[src/rtl/trap_sequencer_if.sv]
// trap_sequencer_if
//   Bundles every signal between the trap sequencer and its neighbours
//   (commit stage, CSR file, IFU redirect). clk/rst are not part of it.
//
//   modport slave  : the trap sequencer itself (consumes commit/CSR inputs,
//                    produces the CSR write strobes and the redirect).
//   modport master : the surrounding core / testbench.
//
//   Handshake: flush_req is a level raised in FLUSH together with a stable
//   flush_pc. The redirect is transferred on the first rising edge where
//   flush_req and flush_ack are both 1. flush_ack seen while flush_req is 0
//   has no effect. The cmt_*_ena strobes carry no back-pressure: each is a
//   one-cycle write pulse that the CSR file must accept.
interface trap_sequencer_if #(
  parameter int PC_W = 32
);
  // commit slot
  logic            evt_valid;
  logic [PC_W-1:0] evt_pc;
  logic [PC_W-1:0] evt_badaddr;
  // exception flags of the committing instruction
  logic            ex_ifu_buserr;
  logic            ex_ilegl;
  logic            ex_ifu_misalgn;
  logic            ex_ecall;
  logic            ex_ebreak;
  logic            ex_misalgn;
  logic            ex_buserr;
  logic            ex_is_st;
  // interrupt pending / enable
  logic            ext_irq_r;
  logic            sft_irq_r;
  logic            tmr_irq_r;
  logic            meie_r;
  logic            msie_r;
  logic            mtie_r;
  logic            status_mie_r;
  logic            dbg_mode;
  logic [PC_W-1:0] csr_mtvec_r;
  // redirect handshake
  logic            flush_ack;
  logic            flush_req;
  logic [PC_W-1:0] flush_pc;
  // trap control / CSR writes
  logic            trap_take;
  logic            trap_busy;
  logic [PC_W-1:0] cmt_epc;
  logic            cmt_epc_ena;
  logic [31:0]     cmt_cause;
  logic            cmt_cause_ena;
  logic [PC_W-1:0] cmt_badaddr;
  logic            cmt_badaddr_ena;
  logic            cmt_status_ena;
  // FSM state for debug/observation
  logic [1:0]      dbg_state;

  modport slave (
    input  evt_valid, evt_pc, evt_badaddr,
    input  ex_ifu_buserr, ex_ilegl, ex_ifu_misalgn, ex_ecall, ex_ebreak,
    input  ex_misalgn, ex_buserr, ex_is_st,
    input  ext_irq_r, sft_irq_r, tmr_irq_r,
    input  meie_r, msie_r, mtie_r, status_mie_r, dbg_mode, csr_mtvec_r,
    input  flush_ack,
    output flush_req, flush_pc,
    output trap_take, trap_busy,
    output cmt_epc, cmt_epc_ena, cmt_cause, cmt_cause_ena,
    output cmt_badaddr, cmt_badaddr_ena, cmt_status_ena,
    output dbg_state
  );

  modport master (
    output evt_valid, evt_pc, evt_badaddr,
    output ex_ifu_buserr, ex_ilegl, ex_ifu_misalgn, ex_ecall, ex_ebreak,
    output ex_misalgn, ex_buserr, ex_is_st,
    output ext_irq_r, sft_irq_r, tmr_irq_r,
    output meie_r, msie_r, mtie_r, status_mie_r, dbg_mode, csr_mtvec_r,
    output flush_ack,
    input  flush_req, flush_pc,
    input  trap_take, trap_busy,
    input  cmt_epc, cmt_epc_ena, cmt_cause, cmt_cause_ena,
    input  cmt_badaddr, cmt_badaddr_ena, cmt_status_ena,
    input  dbg_state
  );
endinterface

[src/rtl/trap_sequencer.sv]
// trap_sequencer
//   Trap-entry controller between commit and the CSR file / fetch redirect.
//   Selects one trap (exceptions first, then enabled interrupts) for the
//   committing instruction, captures epc/cause/badaddr/target, then walks
//   WR_CSR -> WR_STATUS -> FLUSH, holding the commit slot while busy.
//
//   Ports
//     clk : core clock, rising edge
//     rst : asynchronous active-high reset
//     bus : trap_sequencer_if.slave (commit inputs, CSR strobes, redirect)
module trap_sequencer #(
  parameter int PC_W = 32
) (
  input  logic             clk,
  input  logic             rst,
  trap_sequencer_if.slave  bus
);

  typedef enum logic [1:0] {
    IDLE      = 2'd0,
    WR_CSR    = 2'd1,
    WR_STATUS = 2'd2,
    FLUSH     = 2'd3
  } state_t;

  state_t state;
  state_t state_nxt;

  // captured trap context, stable for the whole sequence
  logic [PC_W-1:0] epc_q;
  logic [31:0]     cause_q;
  logic [PC_W-1:0] badaddr_q;
  logic [PC_W-1:0] target_q;

  // ---------------------------------------------------------------------
  // trap selection
  // ---------------------------------------------------------------------
  logic            irq_en;
  logic [2:0]      pend;        // {ext, sft, tmr}
  logic            any_ex;
  logic            any_irq;
  logic            take;
  logic            sel_irq;
  logic [4:0]      sel_code;
  logic [PC_W-1:0] sel_badaddr;
  logic [31:0]     sel_cause;
  logic [PC_W-1:0] vec_base;
  logic [PC_W-1:0] sel_target;

  assign irq_en  = bus.status_mie_r & ~bus.dbg_mode;
  assign pend    = {bus.ext_irq_r & bus.meie_r,
                    bus.sft_irq_r & bus.msie_r,
                    bus.tmr_irq_r & bus.mtie_r};
  assign any_ex  = bus.ex_ifu_buserr | bus.ex_ilegl | bus.ex_ifu_misalgn |
                   bus.ex_ecall | bus.ex_ebreak | bus.ex_misalgn |
                   bus.ex_buserr;
  assign any_irq = irq_en & (|pend);

  // rst gating keeps trap_take low while reset is held even though the
  // state register already reads IDLE during reset.
  assign take = ~rst & (state == IDLE) & bus.evt_valid & (any_ex | any_irq);

  // Fixed priority: exceptions (in architectural order) before interrupts.
  always_comb begin
    sel_irq     = 1'b0;
    sel_code    = 5'd0;
    sel_badaddr = '0;
    if (bus.ex_ifu_buserr) begin
      sel_code    = 5'd1;
      sel_badaddr = bus.evt_pc;
    end else if (bus.ex_ilegl) begin
      sel_code    = 5'd2;
    end else if (bus.ex_ifu_misalgn) begin
      sel_code    = 5'd0;
      sel_badaddr = bus.evt_pc;
    end else if (bus.ex_ecall) begin
      sel_code    = 5'd11;
    end else if (bus.ex_ebreak) begin
      sel_code    = 5'd3;
    end else if (bus.ex_misalgn) begin
      sel_code    = bus.ex_is_st ? 5'd6 : 5'd4;
      sel_badaddr = bus.evt_badaddr;
    end else if (bus.ex_buserr) begin
      sel_code    = bus.ex_is_st ? 5'd7 : 5'd5;
      sel_badaddr = bus.evt_badaddr;
    end else begin
      // only reached with take=1 when an enabled interrupt is pending
      sel_irq = 1'b1;
      if (pend[2]) begin
        sel_code = 5'd11;
      end else if (pend[1]) begin
        sel_code = 5'd3;
      end else begin
        sel_code = 5'd7;
      end
    end
  end

  assign sel_cause = {sel_irq, 26'd0, sel_code};
  assign vec_base  = {bus.csr_mtvec_r[PC_W-1:2], 2'b00};

  // Vectored mode applies to interrupts only; exceptions go to the base.
  always_comb begin
    sel_target = vec_base;
    if (sel_irq && (bus.csr_mtvec_r[1:0] == 2'b01)) begin
      sel_target = vec_base + (PC_W'(sel_code) << 2);
    end
  end

  // ---------------------------------------------------------------------
  // FSM
  // ---------------------------------------------------------------------
  always_ff @(posedge clk or posedge rst) begin
    if (rst) begin
      state <= IDLE;
    end else begin
      state <= state_nxt;
    end
  end

  always_comb begin
    state_nxt = state;
    case (state)
      IDLE:      if (take) state_nxt = WR_CSR;
      WR_CSR:    state_nxt = WR_STATUS;
      WR_STATUS: state_nxt = FLUSH;
      FLUSH:     if (bus.flush_ack) state_nxt = IDLE;
      default:   state_nxt = IDLE;
    endcase
  end

  // Context is loaded only on an accepted trap, so later input activity
  // cannot disturb an in-flight sequence.
  always_ff @(posedge clk or posedge rst) begin
    if (rst) begin
      epc_q     <= '0;
      cause_q   <= '0;
      badaddr_q <= '0;
      target_q  <= '0;
    end else if (take) begin
      epc_q     <= bus.evt_pc;
      cause_q   <= sel_cause;
      badaddr_q <= sel_badaddr;
      target_q  <= sel_target;
    end
  end

  // ---------------------------------------------------------------------
  // outputs (decoded from the state register; async reset clears them)
  // ---------------------------------------------------------------------
  assign bus.trap_take       = take;
  assign bus.trap_busy       = (state != IDLE);
  assign bus.cmt_epc_ena     = (state == WR_CSR);
  assign bus.cmt_cause_ena   = (state == WR_CSR);
  assign bus.cmt_badaddr_ena = (state == WR_CSR);
  assign bus.cmt_status_ena  = (state == WR_STATUS);
  assign bus.flush_req       = (state == FLUSH);
  assign bus.cmt_epc         = epc_q;
  assign bus.cmt_cause       = cause_q;
  assign bus.cmt_badaddr     = badaddr_q;
  assign bus.flush_pc        = target_q;
  assign bus.dbg_state       = state;

endmodule

[src/flat_wrapper.sv]
// flat-port wrapper written by rule: the top's interface ports become plain ports
module trap_sequencer_flat 
#(
  parameter int PC_W = 32
)
  (clk, rst, bus_evt_valid, bus_evt_pc, bus_evt_badaddr, bus_ex_ifu_buserr, bus_ex_ilegl, bus_ex_ifu_misalgn, bus_ex_ecall, bus_ex_ebreak, bus_ex_misalgn, bus_ex_buserr, bus_ex_is_st, bus_ext_irq_r, bus_sft_irq_r, bus_tmr_irq_r, bus_meie_r, bus_msie_r, bus_mtie_r, bus_status_mie_r, bus_dbg_mode, bus_csr_mtvec_r, bus_flush_ack, bus_flush_req, bus_flush_pc, bus_trap_take, bus_trap_busy, bus_cmt_epc, bus_cmt_epc_ena, bus_cmt_cause, bus_cmt_cause_ena, bus_cmt_badaddr, bus_cmt_badaddr_ena, bus_cmt_status_ena, bus_dbg_state);
  trap_sequencer_if #(.PC_W(PC_W)) bus_i ();
  input  logic clk;
  input  logic rst;
  input wire logic [$bits(bus_i.evt_valid)-1:0] bus_evt_valid;
  input wire logic [$bits(bus_i.evt_pc)-1:0] bus_evt_pc;
  input wire logic [$bits(bus_i.evt_badaddr)-1:0] bus_evt_badaddr;
  input wire logic [$bits(bus_i.ex_ifu_buserr)-1:0] bus_ex_ifu_buserr;
  input wire logic [$bits(bus_i.ex_ilegl)-1:0] bus_ex_ilegl;
  input wire logic [$bits(bus_i.ex_ifu_misalgn)-1:0] bus_ex_ifu_misalgn;
  input wire logic [$bits(bus_i.ex_ecall)-1:0] bus_ex_ecall;
  input wire logic [$bits(bus_i.ex_ebreak)-1:0] bus_ex_ebreak;
  input wire logic [$bits(bus_i.ex_misalgn)-1:0] bus_ex_misalgn;
  input wire logic [$bits(bus_i.ex_buserr)-1:0] bus_ex_buserr;
  input wire logic [$bits(bus_i.ex_is_st)-1:0] bus_ex_is_st;
  input wire logic [$bits(bus_i.ext_irq_r)-1:0] bus_ext_irq_r;
  input wire logic [$bits(bus_i.sft_irq_r)-1:0] bus_sft_irq_r;
  input wire logic [$bits(bus_i.tmr_irq_r)-1:0] bus_tmr_irq_r;
  input wire logic [$bits(bus_i.meie_r)-1:0] bus_meie_r;
  input wire logic [$bits(bus_i.msie_r)-1:0] bus_msie_r;
  input wire logic [$bits(bus_i.mtie_r)-1:0] bus_mtie_r;
  input wire logic [$bits(bus_i.status_mie_r)-1:0] bus_status_mie_r;
  input wire logic [$bits(bus_i.dbg_mode)-1:0] bus_dbg_mode;
  input wire logic [$bits(bus_i.csr_mtvec_r)-1:0] bus_csr_mtvec_r;
  input wire logic [$bits(bus_i.flush_ack)-1:0] bus_flush_ack;
  output wire logic [$bits(bus_i.flush_req)-1:0] bus_flush_req;
  output wire logic [$bits(bus_i.flush_pc)-1:0] bus_flush_pc;
  output wire logic [$bits(bus_i.trap_take)-1:0] bus_trap_take;
  output wire logic [$bits(bus_i.trap_busy)-1:0] bus_trap_busy;
  output wire logic [$bits(bus_i.cmt_epc)-1:0] bus_cmt_epc;
  output wire logic [$bits(bus_i.cmt_epc_ena)-1:0] bus_cmt_epc_ena;
  output wire logic [$bits(bus_i.cmt_cause)-1:0] bus_cmt_cause;
  output wire logic [$bits(bus_i.cmt_cause_ena)-1:0] bus_cmt_cause_ena;
  output wire logic [$bits(bus_i.cmt_badaddr)-1:0] bus_cmt_badaddr;
  output wire logic [$bits(bus_i.cmt_badaddr_ena)-1:0] bus_cmt_badaddr_ena;
  output wire logic [$bits(bus_i.cmt_status_ena)-1:0] bus_cmt_status_ena;
  output wire logic [$bits(bus_i.dbg_state)-1:0] bus_dbg_state;
  assign bus_i.evt_valid = bus_evt_valid;
  assign bus_i.evt_pc = bus_evt_pc;
  assign bus_i.evt_badaddr = bus_evt_badaddr;
  assign bus_i.ex_ifu_buserr = bus_ex_ifu_buserr;
  assign bus_i.ex_ilegl = bus_ex_ilegl;
  assign bus_i.ex_ifu_misalgn = bus_ex_ifu_misalgn;
  assign bus_i.ex_ecall = bus_ex_ecall;
  assign bus_i.ex_ebreak = bus_ex_ebreak;
  assign bus_i.ex_misalgn = bus_ex_misalgn;
  assign bus_i.ex_buserr = bus_ex_buserr;
  assign bus_i.ex_is_st = bus_ex_is_st;
  assign bus_i.ext_irq_r = bus_ext_irq_r;
  assign bus_i.sft_irq_r = bus_sft_irq_r;
  assign bus_i.tmr_irq_r = bus_tmr_irq_r;
  assign bus_i.meie_r = bus_meie_r;
  assign bus_i.msie_r = bus_msie_r;
  assign bus_i.mtie_r = bus_mtie_r;
  assign bus_i.status_mie_r = bus_status_mie_r;
  assign bus_i.dbg_mode = bus_dbg_mode;
  assign bus_i.csr_mtvec_r = bus_csr_mtvec_r;
  assign bus_i.flush_ack = bus_flush_ack;
  assign bus_flush_req = bus_i.flush_req;
  assign bus_flush_pc = bus_i.flush_pc;
  assign bus_trap_take = bus_i.trap_take;
  assign bus_trap_busy = bus_i.trap_busy;
  assign bus_cmt_epc = bus_i.cmt_epc;
  assign bus_cmt_epc_ena = bus_i.cmt_epc_ena;
  assign bus_cmt_cause = bus_i.cmt_cause;
  assign bus_cmt_cause_ena = bus_i.cmt_cause_ena;
  assign bus_cmt_badaddr = bus_i.cmt_badaddr;
  assign bus_cmt_badaddr_ena = bus_i.cmt_badaddr_ena;
  assign bus_cmt_status_ena = bus_i.cmt_status_ena;
  assign bus_dbg_state = bus_i.dbg_state;
  trap_sequencer #(.PC_W(PC_W)) u_core (.clk(clk), .rst(rst), .bus(bus_i));
endmodule
[config.mk]
export PLATFORM = sky130hd
export DESIGN_NAME = trap_sequencer_flat
export DESIGN_NICKNAME = d
export VERILOG_FILES = /design/src/rtl/trap_sequencer_if.sv /design/src/rtl/trap_sequencer.sv /design/src/flat_wrapper.sv
export SDC_FILE = /design/constraint.sdc
export NUM_CORES = 1
export LEC_CHECK = 0
export ABC_AREA = 0
export CORE_ASPECT_RATIO = 0.9
export CORE_MARGIN = 4
export CORE_UTILIZATION = 44
export CTS_BUF_LIST = sky130_fd_sc_hd__clkbuf_16
export CTS_CLUSTER_DIAMETER = 80
export DETAILED_ROUTE_END_ITERATION = 8
export GPL_ROUTABILITY_DRIVEN = 1
export PLACE_DENSITY = 0.87
export SLEW_MARGIN = 15
export SYNTH_ARGS = -nofsm -noshare
export SYNTH_HDL_FRONTEND = slang
export SYNTH_SLANG_ARGS = --single-unit
export TNS_END_PERCENT = 1
[constraint.sdc]
create_clock -name clk -period 5.7 [get_ports clk]
set_input_delay 1.14 -clock clk [delete_from_list [all_inputs] [get_ports clk]]
set_output_delay 1.14 -clock clk [all_outputs]
set_load 0.01 [all_outputs]
==> results by stage, run 1 <==
Placement:
- The placement-stage worst setup slack is 1.37 ns.
- The total of buffers placed on input and output ports is 223.
- The routability congestion estimate is 0.874.
- Detailed placement ended at an HPWL of 11900 um.
- After detailed placement, the total cell area comes to 0.00734 mm2.

Die:
- The site row count is 37.
- The core region area is 0.0114 mm2.
- The overall die width is 122 um.
- The die footprint is 0.0134 mm2.
- Once the floorplan was initialized, standard cells occupied 44.9% of the core.
- The boundary pin count is 253.
- The die height is 110 um.

Worst setup path:
- Of all nets on the critical path, the largest fanout is 2.
- The sort of element at the end of the critical path is a primary output.
- The worst path arrival time is 3.18 ns.
- The nature of the critical path startpoint is an input port.
- In this run the worst setup path begins at rst.
- The startpoint of the lowest-slack register-to-register path is u_core.bus.dbg_state[1].
- For the worst setup path, the data required time is 4.56 ns.
- The critical path start-end classification is in -> out.

Yosys:
- Counting flops with a built-in enable in the synthesized netlist gives 0.
- The area share of the largest cell type after synthesis is 49.4%.
- In the post-synthesis netlist, the biggest area contributors are sky130_fd_sc_hd__dfrtp_1 49%, sky130_fd_sc_hd__nand2_1 10%, sky130_fd_sc_hd__a221oi_1 5.5%, sky130_fd_sc_hd__nor2_1 5.3%, sky130_fd_sc_hd__buf_4 4.6%.
- Synthesis instantiated 46 different standard cells from the library.
- A synthesized cell averages 8.97 um2.
- Synthesis produced a netlist whose cell count is 570.
- The proportion of synthesized chip area in sequential cells is 49.4%.
- For this run, asynchronously set or reset flops after synthesis account for 100%.
- After synthesis the cells add up to 0.00511 mm2.
- Counting flops and latches in the post-synthesis netlist gives 101.
- The most common flop cell mapped by yosys is sky130_fd_sc_hd__dfrtp_1.
- The cell type with the highest aggregate area in the netlist is sky130_fd_sc_hd__dfrtp_1.
- During synthesis, Yosys emitted a total of 0 warnings.

Clock network:
- Clock-pin slew was measured on the worst setup and hold paths at 0.07 ns.
- The total of cells resized after clock tree synthesis is 0.
- Counting every sink on the clock net gives 101.
- The total clock buffers created by CTS is 9.
- At the later pin of the worst-skew pair, clock insertion delay measures 0.33 ns.
- Post-CTS timing repair inserted 0 buffers for setup.
- The master cell of the clock root buffer is sky130_fd_sc_hd__clkbuf_16.
- The maximum buffer depth of the clock tree is 2.
- The number of H-tree levels is 3.
- The number of hold buffers added after CTS was 0.
- TritonCTS built the clock tree.

Timing:
- Setup violations remaining at the end of the flow were counted as 0.
- In this run the tightest slew margin relative to its limit is 46.8%.
- The max-slew violation total from the final report is 0.
- The number of hold-slack violations in the final timing report is 0.
- Adding up every negative setup slack in the final design gives 0 ns.
- The final critical-path setup slack is 1.38 ns.
- Setup repair after global routing left no endpoint under its margin.
- The setup clock skew after layout is 0.0117 ns.
- The part of the cycle the worst path needs is 75.8%.
- Subtracting the final worst setup slack from the clock period gives 4.32 ns.
- The slew at the pin closest to its max-slew limit is 0.798 ns.
- The maximum clock rate is 0.232 GHz.

Global route:
- Entering global routing, the biggest net connects 76 pins.
- The overall track demand over capacity in global routing is 22.8%.
- The initial antenna violation count is 0.
- The wire length of the first global-routing pass is 24400 um.
- The number of global-route vias before repair is 4859.
- The sum of overflow across all layers after global routing is 0.

Min path:
- The worst hold path belongs to the class reg -> reg.
- The startpoint identified for the worst hold timing path is u_core.bus.cmt_epc[10].

Pwr:
- Summed over all cells, the static leakage comes to 0.00330 uW.
- The power density over the cells is 449 mW/mm2.
- The part of the power in the clock network is 16.9%.
- The fraction of power consumed by combinational cells is 46.3%.
- Cell internal power was estimated by the tool at 2240 uW.
- The switching portion of total power is 34.6%.
- The switching component of the power is 1190 uW.
- Sequential cells burn 36.8% of the power.
- The maximum VDD drop is 0.219 mV.

Layout:
- The repair_antennas step left the layout with diodes totalling 0.
- The count of filler cells inserted in the layout is 927.
- The final net count is 899.
- Cells with a size suffix above 1 make up 4.63% of the layout.
- The relative area change from synthesis to final layout is 49.0%.
- Summing all non-filler instances in the final layout gives an area of 0.00762 mm2.

Routing:
- The total via count in the routed design is 4913.
- The antenna violation net count after detailed routing is 0.
- For this block, the routed nets add up to 15800 um of wire.
- In the routed layout, each cell is associated on average with a via count of 5.26.
- For this run, design rule violations remaining after detail routing come to 0.
- After detailed routing, the average wire length per cell comes to 16.9 um.
- The number of violations reported at the end of detailed-routing iteration 0 is 399.
- Before antenna repair, the detailed router went through 5 iterations.

Job:
- The count of maximum capacitance violations is 0.

Run status:
- The flow ran to the end, and the final reports show no timing, DRC or antenna violations.
[layout make-up]
type	instances	area (um2)	share of cell area, %
sequential	101	2530	33.2
timing repair buffer	231	2290	30.1
multi-input combinational	420	2280	30.0
clock buffer	9	225	2.96
tap	156	195	2.56
clock inverter	7	56.3	0.739
inverter	10	40.0	0.525
[routing by layer]
metal  routed length [um]  vias to the layer above  global-route usage [%]
met3                 1200                       25                    4.39
met1                 6450                     2332                    28.3
li1                     -                     2293                       -
met2                 7840                      263                    40.3
met5                    0                        -                       0
met4                  319                        0                    7.60
[cell usage after synthesis (2+ instances only)]
library cell and instances:
sky130_fd_sc_hd__a211o_1 2, sky130_fd_sc_hd__a21o_1 3, sky130_fd_sc_hd__a21oi_1 7, sky130_fd_sc_hd__a221oi_1 32, sky130_fd_sc_hd__a31o_2 2, sky130_fd_sc_hd__a31oi_1 2
sky130_fd_sc_hd__and2_1 2, sky130_fd_sc_hd__and3_1 3, sky130_fd_sc_hd__and4_1 3, sky130_fd_sc_hd__buf_2 5, sky130_fd_sc_hd__buf_4 31, sky130_fd_sc_hd__clkbuf_1 29
sky130_fd_sc_hd__dfrtp_1 101, sky130_fd_sc_hd__ha_1 9, sky130_fd_sc_hd__inv_1 10, sky130_fd_sc_hd__mux2_2 3, sky130_fd_sc_hd__mux2i_1 3, sky130_fd_sc_hd__nand2_1 137
sky130_fd_sc_hd__nand3_1 6, sky130_fd_sc_hd__nand4_1 8, sky130_fd_sc_hd__nor2_1 72, sky130_fd_sc_hd__nor2b_1 2, sky130_fd_sc_hd__nor3_1 5, sky130_fd_sc_hd__nor4_1 12
sky130_fd_sc_hd__nor4b_1 5, sky130_fd_sc_hd__o21a_1 3, sky130_fd_sc_hd__o21ai_0 28, sky130_fd_sc_hd__or3_1 4, sky130_fd_sc_hd__xnor2_1 24
[state kept, by name, summed over array words and instances, names as in the netlist]
name	cells
u_core.bus.cmt_badaddr	32
u_core.bus.cmt_epc	32
u_core.bus.flush_pc	30
u_core.bus.dbg_state	2
u_core.bus.cmt_cause	5
[critical path: stages]
cell	delay, ns
sky130_fd_sc_hd__clkdlybuf4s50_1	0.46
sky130_fd_sc_hd__nand3b_1	0.22
sky130_fd_sc_hd__or4b_1	0.55
sky130_fd_sc_hd__and2_4	0.20
sky130_fd_sc_hd__inv_2	0.07
sky130_fd_sc_hd__clkdlybuf4s50_1	0.54
[power groups by stage]
stage | logic [uW] | clock network [uW] | registers [uW]
floorplan | 493 | 0 | 1400
global placement | 1550 | 0 | 1250
detailed placement | 1600 | 0 | 1270
CTS | 1610 | 593 | 1260
global route | 1720 | 618 | 1300
finish | 1580 | 579 | 1260
[final timing paths]
| path | endpoint | slack [ns] | cells past startpoint |
|---|---|---|---|
| worst max-delay path | bus_trap_take | 1.38 | 6 |
| worst min-delay path | u_core.bus.cmt_epc[10] | 0.48 | 2 |
| worst max register to register | u_core.bus.dbg_state[1] | 2.50 | 9 |
| worst min register to register | u_core.bus.cmt_epc[10] | 0.48 | 2 |
| max in group asynchronous | u_core.bus.flush_pc[7] | 3.32 | 3 |
| min in group asynchronous | u_core.bus.cmt_badaddr[9] | 1.30 | 2 |
[through the flow]
stage,power (uW),util [%],hold WS (ns),std cells
2_1_floorplan,1900,-,0.514,598
4_1_cts,3460,66.9,0.479,934
6_report,3420,66.9,0.475,934
3_3_place_gp,2800,64.4,0.457,918
5_1_grt,3640,66.9,0.503,934
3_5_place_dp,2870,64.4,0.462,918
[placed cells by master, fill, tap and decap left out, drive strengths merged, types with 2 or more instances in the layout]
cell type      count
a211o              2
a21o               3
a21oi              7
a221oi            32
a31o               2
a31oi              2
and2               2
and3               3
and4               3
buf                8
clkbuf             9
clkdlybuf4s50    223
clkinv             4
conb              29
dfrtp            101
ha                 9
inv               13
mux2               3
mux2i              3
nand2            137
nand3              7
nand4              8
nor2              72
nor2b              2
nor3               5
nor4              12
nor4b              5
o21a               3
o21ai             28
or3                4
xnor2             24
[cell families after synthesis]
kind of cell    Yosys count  share of synthesized area [%]
simple gates            266                           22.7
flops                   101                           49.4
compound gates           84                           11.6
buf+inv                  77                           8.08
xor+xnor                 25                           4.28
fa+ha+maj                10                           2.59
mux                       6                           1.25
other cells               1                         0.0734
No activity file was read; power rests on OpenSTA's default activity.
==> run 2, diff against run 1 <==
--- a/config.mk
+++ b/config.mk
@@ -8,12 +8,12 @@
 export ABC_AREA = 0
 export CORE_ASPECT_RATIO = 0.9
 export CORE_MARGIN = 4
-export CORE_UTILIZATION = 44
+export CORE_UTILIZATION = 41
 export CTS_BUF_LIST = sky130_fd_sc_hd__clkbuf_16
 export CTS_CLUSTER_DIAMETER = 80
 export DETAILED_ROUTE_END_ITERATION = 8
 export GPL_ROUTABILITY_DRIVEN = 1
-export PLACE_DENSITY = 0.87
+export PLACE_DENSITY = 0.81
 export SLEW_MARGIN = 15
 export SYNTH_ARGS = -nofsm -noshare
 export SYNTH_HDL_FRONTEND = slang
==> constraint.sdc (replaced) <==
create_clock -name clk -period 3.98 [get_ports clk]
set_input_delay 0.796 -clock clk [delete_from_list [all_inputs] [get_ports clk]]
set_output_delay 0.796 -clock clk [all_outputs]
set_load 0.01 [all_outputs]
==> run 2 against run 1 <==
Setup slack got worse by 1.1 ns. Largest power group unchanged. Non-clock buffer count up 3. Count of clock-buffer cells in the layout is the same. Register-to-register slack got worse by 1.4 ns. Highest routed layer unchanged.
==> results by stage, run 2 (synthesis results as in run 1) <==
Run status:
- The run finished with clean final reports.

Pwr:
- The worst-case IR drop observed on VDD is 0.490 mV.
- The analysis attributes to net switching a power of 1680 uW.
- The part of the power in the clock network is 17.6%.
- Dividing total power by cell area gives a power density of 644 mW/mm2.
- Per report_power, the combinational group accounts for 46.0% of the total.
- Sequential cells burn 36.4% of the power.
- The cell-internal power is 3260 uW.
- The leakage component of the power is 0.00332 uW.
- Net switching is 34.0% of the power.

Placement:
- The placed wire-length estimate after detailed placement is 11600 um.
- Buffers placed on the I/O ports in this run total 223.
- Prior to clock tree synthesis, the placed netlist has a worst setup slack of 0.350 ns.
- The routability congestion estimate is 0.871.
- In this run the cell area measured after placement is 0.00736 mm2.

Layout:
- The share of cells above drive strength 1 is 4.61%.
- In the layout the commonest cells are 223 x sky130_fd_sc_hd__clkdlybuf4s50_1, 137 x sky130_fd_sc_hd__nand2_1, 101 x sky130_fd_sc_hd__dfrtp_1, 71 x sky130_fd_sc_hd__nor2_1, 32 x sky130_fd_sc_hd__a221oi_1.
- The number of inserted diodes is 0.
- The library cell used most frequently in the layout, excluding fill and tap cells, is sky130_fd_sc_hd__clkdlybuf4s50_1.
- The final net count is 902.
- The finished cells cover 0.00766 mm2.
- The relative area change from synthesis to final layout is 49.8%.

Clock network:
- The tree is rooted in a sky130_fd_sc_hd__clkbuf_16.
- The total clock buffers created by CTS is 9.
- In this run the number of H-tree levels came out at 3.
- The post-CTS setup buffer count is 0.
- The post-cts hold buffer count is 0.
- The insertion delay to the later sink of the worst-skew pair is 0.34 ns.
- After clock tree synthesis, the clock-pin slew on the worst setup and hold paths is 0.07 ns.
- The maximum buffer depth of the clock tree is 2.
- TritonCTS built the clock tree.
- The total of cells resized after clock tree synthesis is 0.
- For this design, the sink count on the clock tree is 101.

Timing:
- The clock arrives with 0.00359 ns of skew.
- The number of hold-slack violations in the final timing report was 0.
- The max-slew violation total from the final report came to 0.
- Setup repair after global routing left no endpoint under its margin.
- The slew at the pin closest to its max-slew limit is 1.18 ns.
- Measured against its own limit, the worst slew margin works out to 21.3%.
- The final critical-path setup slack is 0.322 ns.
- The part of the cycle the worst path needs is 91.9%.
- The maximum clock rate is 0.273 GHz.
- For the final routed database, the setup TNS stands at 0 ns.
- The clock period minus worst slack is 3.66 ns.
- Setup violations remaining at the end of the flow were counted as 0.

Global route:
- The number of global-route vias before repair is 4884.
- The first global-routing pass estimated 24900 um of wire.
- The sum of overflow across all layers after global routing is 0.
- The maximum number of pins on one net before global-route repair is 86.
- The initial antenna violation count is 0.
- In the global route stage, overall resource usage came out at 21.5%.

Routing:
- For this block, the initial DRC count from the detailed router was 367.
- After detailed routing, the number of vias per cell comes to 5.14.
- The number of remaining DRC errors is 0.
- The average wire length per cell after detail routing is 16.7 um.
- The antenna violation net count after detailed routing is 0.
- The number of detailed-routing iterations run before antenna repair is 4.
- The final route contains 4836 vias.
- The routed wire length is 15700 um.

Worst setup path:
- For the worst setup path, the data required time is 3.18 ns.
- The maximum fanout count along the critical path is 3.
- The critical path start-end classification is in -> out.
- STA puts the critical path data arrival time at 2.86 ns.
- The sort of element at the end of the critical path is a primary output.
- STA classifies the critical path startpoint as an input port.

Job:
- Across the run, the number of max-cap violations was 0.

Die:
- The boundary pin count is 253.
- The die is 114 um tall.
- The initial core utilization is 42.2%.
- The floorplan has 38 rows.
- After floorplanning, the core was sized to cover 0.0121 mm2.
- Measured along the x axis, the die boundary spans 126 um.
- The die footprint is 0.0143 mm2.

Min path:
- The kind of path behind the tightest hold check is reg -> reg.
## run 2: path summary, 6_finish.rpt
check / start / to / slack (ns) / cells after the start
max in group asynchronous: rst / u_core.bus.cmt_epc[22] / 2.31 / 3
min in group asynchronous: rst / u_core.bus.cmt_badaddr[10] / 1.01 / 2
worst max register to register: u_core.bus.dbg_state[0] / u_core.bus.cmt_cause[0] / 1.07 / 8
worst min-delay path: u_core.bus.cmt_epc[17] / u_core.bus.cmt_epc[17] / 0.48 / 2
worst min register to register: u_core.bus.cmt_epc[17] / u_core.bus.cmt_epc[17] / 0.48 / 2
worst max-delay path: rst / bus_trap_take / 0.32 / 6
## run 2: stage by stage
step | power [uW] | hold WS [ns] | util, % | std cells
floorplan | 2720 | 0.514 | - | 598
global placement | 4020 | 0.457 | 60.7 | 925
detailed placement | 4100 | 0.461 | 60.7 | 925
CTS | 4990 | 0.481 | 63.2 | 941
global route | 5260 | 0.503 | 63.2 | 941
finish | 4940 | 0.477 | 63.2 | 941
## run 2: routing by layer
metal	track usage, %	wire length, um	vias to the layer above
li1	-	-	2295
met4	6.86	278	0
met5	0	0	-
met3	6.74	1490	21
met1	27.2	6360	2287
met2	35.5	7540	233
## run 2: final cells by class
type,count,area [um2]
inverters,10,42.5
fillers,1002,4460
repair buffers,234,2310
clock inverters,7,67.6
flip-flops and latches,101,2530
well taps,160,200
multi-input cells,420,2280
clock buffers,9,225
## run 2: power by group through the flow
stage	combinational, uW	clock, uW	sequential (uW)
floorplan	705	0	2010
CTS	2300	890	1800
global placement	2240	0	1780
global route	2470	935	1860
finish	2270	869	1790
detailed placement	2290	0	1810
## run 2: worst max-delay path, cell delays in order
cell and delay, ns:
sky130_fd_sc_hd__clkdlybuf4s50_1 0.49, sky130_fd_sc_hd__nand3b_1 0.22, sky130_fd_sc_hd__or4b_1 0.55, sky130_fd_sc_hd__and2_4 0.20, sky130_fd_sc_hd__inv_2 0.07, sky130_fd_sc_hd__clkdlybuf4s50_1 0.53
==> run 3, diff against run 2 <==
--- a/config.mk
+++ b/config.mk
@@ -6,8 +6,7 @@
 export NUM_CORES = 1
 export LEC_CHECK = 0
 export ABC_AREA = 0
-export CORE_ASPECT_RATIO = 0.9
-export CORE_MARGIN = 4
+export CORE_ASPECT_RATIO = 1.5
 export CORE_UTILIZATION = 41
 export CTS_BUF_LIST = sky130_fd_sc_hd__clkbuf_16
 export CTS_CLUSTER_DIAMETER = 80
==> run 3 against run 2 <==
Combinational power hardly changed. Die area fell by 9.7%. Clock skew is 0.0035 ns higher. Clock power up 2%. Sequential share of layout area barely moved. First-iteration DRC count shrank 44%. Utilization up 0.16 points. Largest power group unchanged. Fmax up 3.2%. Total power is 0.25% higher. Final cell count is 0.85% lower.
==> results by stage, run 3 (synthesis results as in run 1) <==
Global route:
- The initial antenna violation count came to 0.
- The sum of overflow across all layers after global routing is 0.
- Across every metal layer, demand over resource in global routing totals 23.8%.
- The number of global-route vias before repair is 4692.
- Entering global routing, the biggest net connects 76 pins.
- The first global-routing pass estimated 24200 um of wire.

Min path:
- The worst hold path terminates at u_core.bus.cmt_epc[0].
- The worst hold path startpoint is u_core.bus.cmt_epc[0].
- The kind of path behind the tightest hold check is reg -> reg.
- Along the worst hold path, the cell count comes to 2.

Die:
- The die covers 0.0129 mm2.
- The die is 139 um tall.
- For this configuration, the core starts out at a cell density of 42.3%.
- The site row count is 49.
- The core region area is 0.0121 mm2.
- The die is 93.2 um wide.
- In this run the count of I/O pins placed on the die edge is 253.

Clock network:
- After clock tree synthesis, the clock-pin slew on the worst setup and hold paths is 0.06 ns.
- The number of hold buffers added after CTS was 0.
- The number of H-tree levels is 3.
- The count of clock tree sinks is 101.
- The maximum buffer depth of the clock tree is 2.
- Buffers added to address setup during post-CTS repair amount to 0.
- The tree is rooted in a sky130_fd_sc_hd__clkbuf_16.
- The CTS tree is built.
- Buffers inserted during clock tree synthesis total 9.
- Gates resized during post-CTS repair numbered 0.
- The insertion delay to the later sink of the worst-skew pair is 0.34 ns.

Routing:
- The number of remaining DRC errors is 0.
- The number of violations reported at the end of detailed-routing iteration 0 is 204.
- After detailed routing, the total wire length is 15400 um.
- In the final routed layout, each cell accounts on average for 16.5 um.
- The number of detailed-routing iterations run before antenna repair is 4.
- In the routed layout, each cell is associated on average with a via count of 5.21.
- The antenna violation net count after detailed routing is 0.
- The total via count in the routed design is 4859.

Pwr:
- Power spread over the standard cell area amounts to 647 mW/mm2.
- The analysis attributes to cell leakage a power of 0.00331 uW.
- IR analysis of the VDD net gives a maximum drop of 0.342 mV.
- The design draws 4950 uW.

Timing:
- The max-slew violation total from the final report is 0.
- The worst slack on hold paths is 0.477 ns.
- The final setup TNS is 0 ns.
- The clock arrives with 0.00704 ns of skew.
- In this run the tightest slew margin relative to its limit is 47.3%.
- Setup repair after global routing left no endpoint under its margin.
- The number of hold-slack violations in the final timing report was 0.
- The slew at the pin closest to its max-slew limit is 0.791 ns.
- The number of setup violations in the final report is 0.
- In the finished design, the share of the clock period the worst path needs comes to 89.0%.
- The maximum clock rate is 0.282 GHz.
- Counting I/O delays and the setup requirement, the final critical path takes 3.54 ns.

Worst setup path:
- Along the worst path, the maximum fanout reaches 2.
- The startpoint of the lowest-slack register-to-register path is u_core.bus.dbg_state[0].
- Across all register-to-register paths, the minimum setup slack is 1.13 ns.
- The required time at the worst-slack endpoint is 3.18 ns.
- The nature of the critical path startpoint is an input port.
- The setup path with the least slack is of type in -> out.
- The worst setup path is captured at a primary output.
- The worst register-to-register path ends at u_core.bus.cmt_cause[0].
- At the worst endpoint, the arrival time is 2.75 ns.
- The worst register-to-register path has a depth of 8.

Layout:
- For this run, the share of the core covered by cells in the final layout is 63.3%.
- The area growth from synthesis to layout is 49.6%.
- 0 antenna diodes ended up in the layout.
- The net count of the finished layout is 901.
- Cells with a size suffix above 1 make up 4.62% of the layout.
- The library cell used most frequently in the layout, excluding fill and tap cells, is sky130_fd_sc_hd__clkdlybuf4s50_1.
- In the layout the commonest cells are 223 x sky130_fd_sc_hd__clkdlybuf4s50_1, 137 x sky130_fd_sc_hd__nand2_1, 101 x sky130_fd_sc_hd__dfrtp_1, 71 x sky130_fd_sc_hd__nor2_1, 32 x sky130_fd_sc_hd__a221oi_1.

Placement:
- The wire-length estimate of the detail-placed layout is 11500 um.
- The count of buffers added on input and output ports is 223.
- The congestion estimate from routability-driven global placement came to 0.876.

Job:
- Max-cap violations in this run came to 0.

Run status:
- The run finished with clean final reports.
run 3: cell types whose count changed in the layout (fill, tap and decap cells not counted), sizes merged:
cell      change
inv           +1
clkinvlp      +2
buf           -1
clkinv        -3
run 3: metrics by stage:
step	cell area, um2	instances	worst slack, ns
global route	7650	933	0.287
CTS	7650	933	0.430
detailed placement	7350	917	0.261
finish	7650	933	0.437
global placement	7350	917	0.453
floorplan	5220	598	0.537
run 3: report_power, final:
part	internal (uW)	leakage, uW	switching [uW]
Clock	491	0.000141	396
Combinational	1260	0.00194	1030
Sequential	1510	0.00123	264
run 3: worst max-delay path, stage by stage:
cell and delay (ns):
sky130_fd_sc_hd__clkdlybuf4s50_1 0.46, sky130_fd_sc_hd__nand3b_1 0.20, sky130_fd_sc_hd__or4b_1 0.53, sky130_fd_sc_hd__and2_4 0.19, sky130_fd_sc_hd__inv_2 0.05, sky130_fd_sc_hd__clkdlybuf4s50_1 0.53
run 3: final cells by class:
class / count / area, um2
clock buffers: 9 / 225
clock inverters: 7 / 76.3
fillers: 1046 / 4430
inverters: 10 / 40.0
multi-input cells: 420 / 2280
flip-flops and latches: 101 / 2530
well taps: 153 / 191
repair buffers: 233 / 2310
run 3: worst max-delay path by stage:
| stage | from | cells past startpoint | to | slack [ns] |
|---|---|---|---|---|
| floorplan | rst | 1 | u_core.bus.cmt_badaddr[0] | 0.54 |
| global placement | bus_ex_ifu_misalgn | 11 | u_core.bus.flush_pc[29] | 0.45 |
| detailed placement | bus_ex_ifu_misalgn | 11 | u_core.bus.flush_pc[19] | 0.26 |
| CTS | rst | 6 | bus_trap_take | 0.43 |
| global route | bus_ex_ifu_misalgn | 11 | u_core.bus.flush_pc[23] | 0.29 |
| finish | rst | 6 | bus_trap_take | 0.44 |
run 3: layer usage:
metal	routed length, um	vias to the layer above	global-route usage (%)
met3	690	27	2.47
met4	459	0	10.4
li1	-	2283	-
met2	8340	184	43.7
met1	5930	2365	27.3
met5	0	-	0
